## config.mk

```make
export PLATFORM = sky130hd
export DESIGN_NAME = pipe_hazard_unit
export DESIGN_NICKNAME = d
export VERILOG_FILES = /design/src/rtl/pipe_hazard_unit.sv
export SDC_FILE = /design/constraint.sdc
export NUM_CORES = 1
export LEC_CHECK = 0
export BUFFER_PORTS_ARGS = -buffer_cell sky130_fd_sc_hd__buf_2
export CORE_MARGIN = 8
export CORE_UTILIZATION = 35
export DETAILED_ROUTE_END_ITERATION = 8
export PLACE_DENSITY = 0.91
export SLEW_MARGIN = 20
export SYNTH_ARGS = -nofsm -noshare
export SYNTH_HDL_FRONTEND = slang
export SYNTH_SLANG_ARGS = --single-unit
export TNS_END_PERCENT = 20
```

## constraint.sdc

```tcl
create_clock -name CLK -period 3.39 [get_ports CLK]
set_input_delay 0.1695 -clock CLK [delete_from_list [all_inputs] [get_ports CLK]]
set_output_delay 0.1695 -clock CLK [all_outputs]
set_load 0.05 [all_outputs]
```

## src/rtl/pipe_hazard_unit.sv

```systemverilog
// Hazard / forwarding controller for the 5-stage MIPS pipeline, sitting beside ID.
// Optional self-modifying-code detection is built when HAZ_SMC_EN is defined.
module pipe_hazard_unit #(
   parameter int unsigned REG_AW   = 5,
   parameter int unsigned LOAD_LAT = 1,
   parameter int unsigned SMC_HOLD = 2
) (
   input  logic              CLK,
   input  logic              RST,
   input  logic              ID_VALID,
   input  logic [REG_AW-1:0] ID_RS,
   input  logic [REG_AW-1:0] ID_RT,
   input  logic              ID_USE_RS,
   input  logic              ID_USE_RT,
   input  logic              ID_BR,
   input  logic              ID_WREG,
   input  logic              ID_M2REG,
   input  logic              ID_WMEM,
   input  logic [REG_AW-1:0] ID_DES,
   input  logic [31:0]       EX_ADDR,
   input  logic [31:0]       IF_PC,
   input  logic [31:0]       ID_PC,
   output logic              STALL,
   output logic              FREEZE,
   output logic [1:0]        FWDA,
   output logic [1:0]        FWDB,
   output logic              SMC,
   output logic              SMC2
);

   typedef struct packed {
      logic              v;
      logic              wreg;
      logic              m2reg;
      logic              wmem;
      logic [REG_AW-1:0] des;
   } stage_t;

   localparam logic [1:0] WAIT_INIT = 2'(LOAD_LAT - 1);

   stage_t     ex_q, ex_d;
   stage_t     mem_q, mem_d;
   logic [1:0] wcnt_q, wcnt_d;

   logic freeze;
   logic hazard;
   logic smc_act;
   logic ex_rs, ex_rt, mem_rs, mem_rt;

   function automatic logic dep(stage_t st, logic use_s, logic [REG_AW-1:0] s);
      return use_s && (s != '0) && st.v && st.wreg && (st.des == s);
   endfunction

   assign ex_rs  = dep(ex_q,  ID_USE_RS, ID_RS);
   assign ex_rt  = dep(ex_q,  ID_USE_RT, ID_RT);
   assign mem_rs = dep(mem_q, ID_USE_RS, ID_RS);
   assign mem_rt = dep(mem_q, ID_USE_RT, ID_RT);

   always_comb begin
      FWDA = 2'b00;
      if (ex_rs) begin
         FWDA = 2'b01;
      end else if (mem_rs) begin
         FWDA = mem_q.m2reg ? 2'b11 : 2'b10;
      end
   end

   always_comb begin
      FWDB = 2'b00;
      if (ex_rt) begin
         FWDB = 2'b01;
      end else if (mem_rt) begin
         FWDB = mem_q.m2reg ? 2'b11 : 2'b10;
      end
   end

   // ID-resolved branches compare before the EX ALU result exists, so any EX producer stalls them.
   assign hazard = (ex_rs | ex_rt) & (ex_q.m2reg | ID_BR);
   assign freeze = (wcnt_q != '0);
   assign FREEZE = freeze;
   assign STALL  = (hazard | smc_act) & ~freeze;

   always_comb begin
      ex_d   = ex_q;
      mem_d  = mem_q;
      wcnt_d = wcnt_q;
      if (freeze) begin
         wcnt_d = wcnt_q - 2'd1;
      end else begin
         mem_d = ex_q;
         if (STALL) begin
            ex_d = '0;
         end else begin
            ex_d.v     = ID_VALID;
            ex_d.wreg  = ID_WREG;
            ex_d.m2reg = ID_M2REG;
            ex_d.wmem  = ID_WMEM;
            ex_d.des   = ID_DES;
         end
         if ((LOAD_LAT > 1) && ex_q.v && (ex_q.m2reg || ex_q.wmem)) begin
            wcnt_d = WAIT_INIT;
         end
      end
   end

   always_ff @(posedge CLK or posedge RST) begin
      if (RST) begin
         ex_q   <= '0;
         mem_q  <= '0;
         wcnt_q <= '0;
      end else begin
         ex_q   <= ex_d;
         mem_q  <= mem_d;
         wcnt_q <= wcnt_d;
      end
   end

   logic unused_mem_wmem;
   assign unused_mem_wmem = mem_q.wmem;

`ifdef HAZ_SMC_EN
   typedef enum logic {
      S_IDLE,
      S_HOLD
   } smc_state_e;

   smc_state_e state_q, state_d;
   logic [2:0] hcnt_q, hcnt_d;
   logic       ex_store;

   assign ex_store = ex_q.v & ex_q.wmem;

   always_comb begin
      state_d = state_q;
      hcnt_d  = hcnt_q;
      smc_act = 1'b0;
      case (state_q)
         S_IDLE: begin
            if (ex_store && ID_VALID && (EX_ADDR == ID_PC)) begin
               smc_act = 1'b1;
               state_d = S_HOLD;
               hcnt_d  = 3'(SMC_HOLD);
            end
         end
         S_HOLD: begin
            smc_act = 1'b1;
            if (!freeze) begin
               if (hcnt_q <= 3'd1) begin
                  state_d = S_IDLE;
                  hcnt_d  = '0;
               end else begin
                  hcnt_d = hcnt_q - 3'd1;
               end
            end
         end
         default: begin
            state_d = S_IDLE;
            hcnt_d  = '0;
         end
      endcase
   end

   always_ff @(posedge CLK or posedge RST) begin
      if (RST) begin
         state_q <= S_IDLE;
         hcnt_q  <= '0;
      end else begin
         state_q <= state_d;
         hcnt_q  <= hcnt_d;
      end
   end

   assign SMC  = smc_act;
   assign SMC2 = ex_store & (EX_ADDR == IF_PC);
`else
   assign smc_act = 1'b0;
   assign SMC     = 1'b0;
   assign SMC2    = 1'b0;

   logic unused_smc_ins;
   assign unused_smc_ins = ^{EX_ADDR, IF_PC, ID_PC};
`endif

endmodule

```

After elaboration in Yosys (flattened, before gate mapping). Index checks and enable logic that the tools add are counted.

Flip-flop bits (word level): 18. Logic and storage cells: 42.

Mux-type cells: 6. Add/sub/neg operators: 1. Reductions and logical operators: 17. Equality and inequality tests: 4. Bitwise logic cells: 5.

Operators by type and width (number): $eq A5 B5 Y1 (4); $logic_and A1 B1 Y1 (14); $reduce_bool A5 Y1 (2); $mux W9 (1); $mux W2 (4); $and A1 B1 Y1 (2); $or A1 B1 Y1 (2); $reduce_bool A2 Y1 (1); $sub A2 B1 Y2 const B (1); $mux W1 (1); $not A1 Y1 (1).

Logic depth before layout (Yosys ltp). Gate-level depths: netlist of the first run.

Depth in word-level cells: 9. Mapped depth: 6. Depth with buffers taken out: 5.

Worst setup path after synthesis of the first run. No wires, ideal clock.

Kind: input to output. Start: input port ID_RS[3]. End: output port FWDA[1]. Stages: 4. Arrival: 1.622 ns. Slack: 1.599 ns. Data required time: 3.220 ns. Buffers on the path: 0. Cells stage by stage: or4_1 o21ai_2 nor3_1 nor2b_1.

Word-level cells in the longest chain between the ends: 7.

Ends and longest elaborated chain: from (decl) (line 11) `input logic [REG_AW-1:0] ID_RS,`; $reduce_bool A5 Y1 (line 51) `return use_s && (s != '0) && st.v && st.wreg && (st.des == s);`; $logic_and A1 B1 Y1 (4 in a row) (line 51); $mux W2 (line 63) `end else if (mem_rs) begin`; $mux W2 * (line 61) `if (ex_rs) begin`; to (decl) (line 25) `output logic [1:0] FWDA,`.

Mark *: on every way between the ends. The rest lies on a longest branch, timed or not.

Worst setup path after layout of the first run.
Start: register ex_q[2] (netlist bit). End: output port STALL.

Word-level cells in the longest chain between the ends: 5.

Ends and longest elaborated chain: from (decl) (line 41) `stage_t ex_q, ex_d;`; from (signal assigned) (line 108) `ex_q <= '0;`; from (signal assigned) (line 112) `ex_q <= ex_d;`; $eq A5 B5 Y1 (line 51); $logic_and A1 B1 Y1 (line 51); $or A1 B1 Y1 * (line 78) `assign hazard = (ex_rs | ex_rt) & (ex_q.m2reg | ID_BR);`; $and A1 B1 Y1 * (line 78); $and A1 B1 Y1 * (line 81) `assign STALL = (hazard | smc_act) & ~freeze;`; to (decl) (line 23) `output logic STALL,`.

Marked as above.

==> metrics.txt, run 1 <==
MaxCap Viol Count=0; Max Fanout on Critical Path=9; total CTS buffers=3; clk_lat worst skew=280 ps; status=finished, final reports clean; grt ovf=0; Synth Area per Inst=11.2 um^2; Worst-path clk slew=100 ps; PD cells=343 mW/mm^2; post-DP HPWL=1.91 mm; cells after synthesis=96; Final WS setup=842 ps; hold path startpoint=ID_M2REG; Routed WL per cell=15.0 um; Final Instance Count excl. Fillers=159; CP Class=register to output port; Setup Skew=5.75 ps; share of post-route cells with drive strength above 1=42.1%; Syn Std Cell Area=0.00107 mm^2; FP Rows=20; Seq cells post-synth=18; clock root cell=clkbuf_4; antenna violations before repair=0; power share of the combinational group=16.4%; Final Total Pwr=0.438 mW; final worst-path cycle share=75.2%; # clock sinks=18; WHS Path Cells=3; area occupied by multi-input gates=577 um^2; RR Endpoint=ex_q[2]; H-tree Lvls=1; most common cell after layout, fill and taps aside=buf_2; Clock Tree Buf Depth=2; CP arrival=2380 ps; sequential share of power=54.4%; crit path launch type=register; Placed Cells=154; die area=0.00510 mm^2; GPL Wtd Cong=0.800; Clock Power Share=29.2%; worst r2r path cells=5; worst reg-to-reg setup slack=1450 ps; core area=0.00298 mm^2; FF/Latch Area=450 um^2; First DRT Iteration DRCs=55; Fmax=0.392 GHz; routed wire length=2.39 mm; final core occ=42.9%; Die H=71.4 um; Netlist cell types=23; Final Critical Period=2550 ps; TNS Setup=0 ps; relative max-transition margin=55.9%; Place WS=1150 ps; yosys warns=0; via count=789; initial core utilization=36.1%; Post-DRT Antenna Nets=0; register area share after synthesis=42.0%; CTS tree=built; Area growth, synth to finish=19.0%; Reg-to-Reg Start=ex_q[2]; Fin. Hold Viols=0; largest net degree at the start of global routing=19; Pins Over Slew Limit=0; Ant. Diodes=0; Worst-Margin Slew=661 ps; IO Count=128; nets=248; DR pass1 iterations=4; fill count=303; P_sw=0.111 mW; Req. time, crit path=3220 ps; static leakage=0.624 nW; unrepaired setup endpoints after global routing=false; GRT Total Usage=10.3%; final setup fails=0; number of global-route vias before repair=895; worst hold endpoint=ex_q[6]; commonest non-fill, non-tap cells in the layout=buf_2, xnor2_1, dfrtp_1, mux2i_1; DRC=0; setup bufs post-CTS=0; worst vdd ir=0.142 mV; HP Class=input pin to register; internal cell power=0.327 mW; critical path endpoint category=output port; via/cell ratio=4.96; Die X=71.4 um; sw frac=25.4%; global-route wire length before repair=4.22 mm; IO buf count=28
## worst max-delay path by stage
stage                        start      end  slack (ps)  cells after the start
after detailed placement   ex_q[2]    STALL        1150                      5
after CTS                  ex_q[2]    STALL         820                      5
final                      ex_q[2]    STALL         840                      5
after floorplan           ID_RS[3]  FWDA[1]        1600                      4
after global routing       ex_q[1]    STALL         620                      5
after global placement     ex_q[1]    STALL        1230                      5
## critical path, cell delays in order, from the launching register on
cell	delay (ps)
dfrtp_1	470
xnor2_1	200
nand4_1	110
nor3_1	360
o221a_1	590
buf_2	360
## power by group through the flow
stage	registers, mW	logic [mW]	clock network (mW)
after floorplan	0.238	0.0490	0
after global placement	0.241	0.0686	0
after detailed placement	0.242	0.0712	0
after CTS	0.238	0.0724	0.133
after global routing	0.240	0.0794	0.147
final	0.238	0.0717	0.128
## registers in the layout, indices dropped and copies added, names as in the netlist
name and cells:
ex_q 8, mem_q 8, wcnt_q 2
## repair_timing
item / CTS / global route
hold endpoints to repair: 18 / 0
gates resized for setup: 0 / 0
hold buffers: 1 / 0
## logic make-up after synthesis
| logic type | count (synthesis) | share of synthesized area [%] |
|---|---|---|
| AO/OA/AOI/OAI | 5 | 4.20 |
| XOR/XNOR | 21 | 17.1 |
| adder cells (fa/ha/maj) | 1 | 1.17 |
| buffers and inverters | 9 | 4.66 |
| flip-flops | 18 | 42.0 |
| multiplexers | 17 | 16.8 |
| other | 1 | 0.349 |
| AND/OR/NAND/NOR | 24 | 13.8 |
## stage by stage
step | cell area [um^2] | hold slack [ps]
global route | 1280 | 113
floorplan | 1080 | 108
CTS | 1280 | 122
finish | 1280 | 124
detailed placement | 1230 | 303
global placement | 1230 | 292
## cell usage after synthesis (all sizes together)
| master | n | share of area (%) |
|---|---|---|
| o21ai | 2 | 1.6 |
| conb | 1 | 0.35 |
| nor2 | 8 | 4.7 |
| nor2b | 1 | 0.58 |
| mux2 | 8 | 8.4 |
| a21o | 2 | 1.5 |
| mux2i | 9 | 8.4 |
| nand4 | 4 | 2.3 |
| xnor2 | 21 | 17 |
| buf | 4 | 2.9 |
| nor3 | 4 | 1.9 |
| ha | 1 | 1.2 |
| inv | 4 | 1.4 |
| nand3 | 4 | 1.9 |
| and2b | 1 | 0.70 |
| clkbuf | 1 | 0.35 |
| or4 | 2 | 1.7 |
| dfrtp | 18 | 42 |
| o221a | 1 | 1.0 |
## final cells by class
cell class	count	area share, %
Sequential cell	18	35.3
Inverter	4	1.18
Tap cell	33	3.23
Timing Repair Buffer	30	12.3
Multi-Input combinational cell	70	45.2
Clock buffer	4	2.84
## routing by layer
metal	share of wire [%]	track usage (%)	wire, um
met1	48	13.6	1140
met2	44	15.0	1050
met3	7.7	3.49	183
met5	0	0	0
met4	0.67	3.70	16
(Power assumes the default switching activity.)
==> inputs of run 2 (changes only) <==
--- a/config.mk
+++ b/config.mk
@@ -5,11 +5,12 @@
 export SDC_FILE = /design/constraint.sdc
 export NUM_CORES = 1
 export LEC_CHECK = 0
+export ABC_AREA = 1
 export BUFFER_PORTS_ARGS = -buffer_cell sky130_fd_sc_hd__buf_2
 export CORE_MARGIN = 8
-export CORE_UTILIZATION = 35
+export CORE_UTILIZATION = 31
 export DETAILED_ROUTE_END_ITERATION = 8
-export PLACE_DENSITY = 0.91
+export PLACE_DENSITY = 0.82
 export SLEW_MARGIN = 20
 export SYNTH_ARGS = -nofsm -noshare
 export SYNTH_HDL_FRONTEND = slang
==> constraint.sdc (replaced) <==
create_clock -name CLK -period 2.2 [get_ports CLK]
set_input_delay 0.11 -clock CLK [delete_from_list [all_inputs] [get_ports CLK]]
set_output_delay 0.11 -clock CLK [all_outputs]
set_load 0.05 [all_outputs]
==> run 2 against run 1 <==
  * Critical endpoint unchanged
  * Via count up 34%
  * Largest cell class unchanged
  * Die area up 19%
  * Critical path type unchanged
  * Clock skew down 5.1 ps
  * First-iteration DRC count up 38%
  * Largest power group unchanged
  * Sequential cell count unchanged
  * Cell count up 61%
  * Register-to-register slack worse by 770 ps
==> metrics.txt, run 2 <==
via count=1054; clk_lat worst skew=250 ps; Pins Over Slew Limit=0; CP Class=register to output port; synth top area cells=dfrtp_1, nand2_1, inv_1; First DRT Iteration DRCs=76; sw frac=26.1%; FP Rows=22; TNS Setup=0 ps; Clock Tree Buf Depth=2; relative max-transition margin=54.7%; crit path launch type=register; H-tree Lvls=1; die area=0.00608 mm^2; global-route wire length before repair=4.54 mm; final worst-path cycle share=85.4%; post-DP HPWL=2.19 mm; Ant. Diodes=0; IO buf count=28; share of post-route cells with drive strength above 1=22.1%; Fin. Hold Viols=0; MaxCap Viol Count=0; Post-synth EDFFs=0; Netlist cell types=21; register area share after synthesis=37.9%; Seq cells post-synth=18; Req. time, crit path=2090 ps; number of global-route vias before repair=1054; power share of the combinational group=16.2%; PD cells=522 mW/mm^2; # clock sinks=18; Post-DRT Antenna Nets=0; final setup fails=0; Async S/R FF share, synth=100%; core area=0.00369 mm^2; routed wire length=2.67 mm; top cells by count, synth=nand2_1, inv_1, dfrtp_1; Max Fanout on Critical Path=13; HP Class=input pin to register; static leakage=0.868 nW; unrepaired setup endpoints after global routing=false; GRT Total Usage=8.90%; cells after synthesis=178; Die X=78.0 um; clock root cell=clkbuf_8; DRC=0; setup bufs post-CTS=0; nets=330; Fmax=0.532 GHz; WHS Path Cells=5; Final Critical Period=1880 ps; most common cell after layout, fill and taps aside=nand2_1; critical path endpoint category=output port; Worst-Margin Slew=678 ps; Clock Power Share=35.3%; P_sw=0.196 mW; status=finished, final reports clean; worst r2r path cells=5; Die H=78.0 um; grt ovf=0; CP arrival=1770 ps; Synth Area per Inst=6.68 um^2; Synth top area share=37.9%; via/cell ratio=4.12; largest net degree at the start of global routing=19; CTS tree=built; yosys warns=0; Largest regs=ex_q: 8 flops, mem_q: 8 flops, wcnt_q: 2 flops; Final Instance Count excl. Fillers=256; Routed WL per cell=10.4 um; Area growth, synth to finish=20.9%; Syn Std Cell Area=0.00119 mm^2; total CTS buffers=3; IO Count=128; GPL Wtd Cong=0.873; worst vdd ir=0.281 mV; sequential share of power=48.5%; Main synth FF type=dfrtp_1; antenna violations before repair=0; internal cell power=0.555 mW; DR pass1 iterations=4; most frequent cell after synthesis=nand2_1; Placed Cells=251; Worst-path clk slew=70 ps; initial core utilization=32.3%; Yosys top cell by area=dfrtp_1; Setup Skew=0.621 ps; commonest non-fill, non-tap cells in the layout=nand2_1, buf_2, inv_1, dfrtp_1, nor2_1
## run 2: layout make-up
type | count | area [um^2]
Multi-Input combinational cell | 124 | 596
Clock buffer | 4 | 55.1
Timing Repair Buffer | 30 | 158
Fill cell | 404 | 2250
Sequential cell | 18 | 450
Tap cell | 48 | 60.1
Inverter | 32 | 120
## run 2: kinds of logic after synthesis
| group | share of synthesized area, % |
|---|---|
| adders and majority gates | 1.05 |
| other | 0.315 |
| AOI/OAI and AO/OA | 5.47 |
| DFF | 37.9 |
| xor gates and xnor gates | 8.10 |
| and+or+nand+nor | 34.8 |
| buffers and inverters | 12.4 |
## run 2: path summary, 6_finish.rpt
path                           start         to  slack [ps]
setup / recovery           wcnt_q[0]      STALL         320
hold / removal               ID_WREG    ex_q[7]         130
setup reg to reg           wcnt_q[0]   mem_q[1]         680
hold reg to reg            wcnt_q[0]  wcnt_q[0]         470
max in group asynchronous        RST   mem_q[6]        1260
min in group asynchronous        RST   mem_q[0]         510
## run 2: power groups by stage
stage / Sequential, mW / Combinational [mW] / Clock (mW)
3_5_place_dp: 0.370 / 0.120 / 0
4_1_cts: 0.363 / 0.122 / 0.276
5_1_grt: 0.366 / 0.138 / 0.291
3_3_place_gp: 0.369 / 0.117 / 0
2_1_floorplan: 0.365 / 0.0833 / 0
6_report: 0.364 / 0.121 / 0.265
## run 2: layer usage
metal | GRT usage [%] | part of all wire, % | wire (um) | vias to the layer above
met2 | 13.0 | 41 | 1090 | 30
met3 | 2.76 | 6.8 | 183 | 0
met5 | 0 | 0 | 0 | -
met1 | 12.1 | 52 | 1400 | 442
li1 | - | - | - | 582
met4 | 2.96 | 0 | 0 | 0
## run 2: repair_timing
item                                   4_1_cts  5_1_grt
endpoints found under the hold margin       18        0
resized for setup                            0        0
hold buffers                                 1        0
## run 2: critical path: stages (launching register included)
cell and delay [ps]:
dfrtp_1 390, inv_1 70, ha_1 400, o21ai_0 150, inv_1 110, nand2_4 90
inv_1 60, buf_2 250
## run 2: stage by stage
step | hold slack, ps | setup slack [ps] | instance area [um^2] | util [%] | total power, mW
finish | 130 | 322 | 1440 | 39.0 | 0.750
global route | 153 | 163 | 1440 | 39.0 | 0.795
CTS | 123 | 292 | 1440 | 39.0 | 0.762
detailed placement | 237 | 579 | 1370 | 37.2 | 0.490
global placement | 231 | 607 | 1370 | 37.2 | 0.487
floorplan | 48.6 | 175 | 1190 | - | 0.448
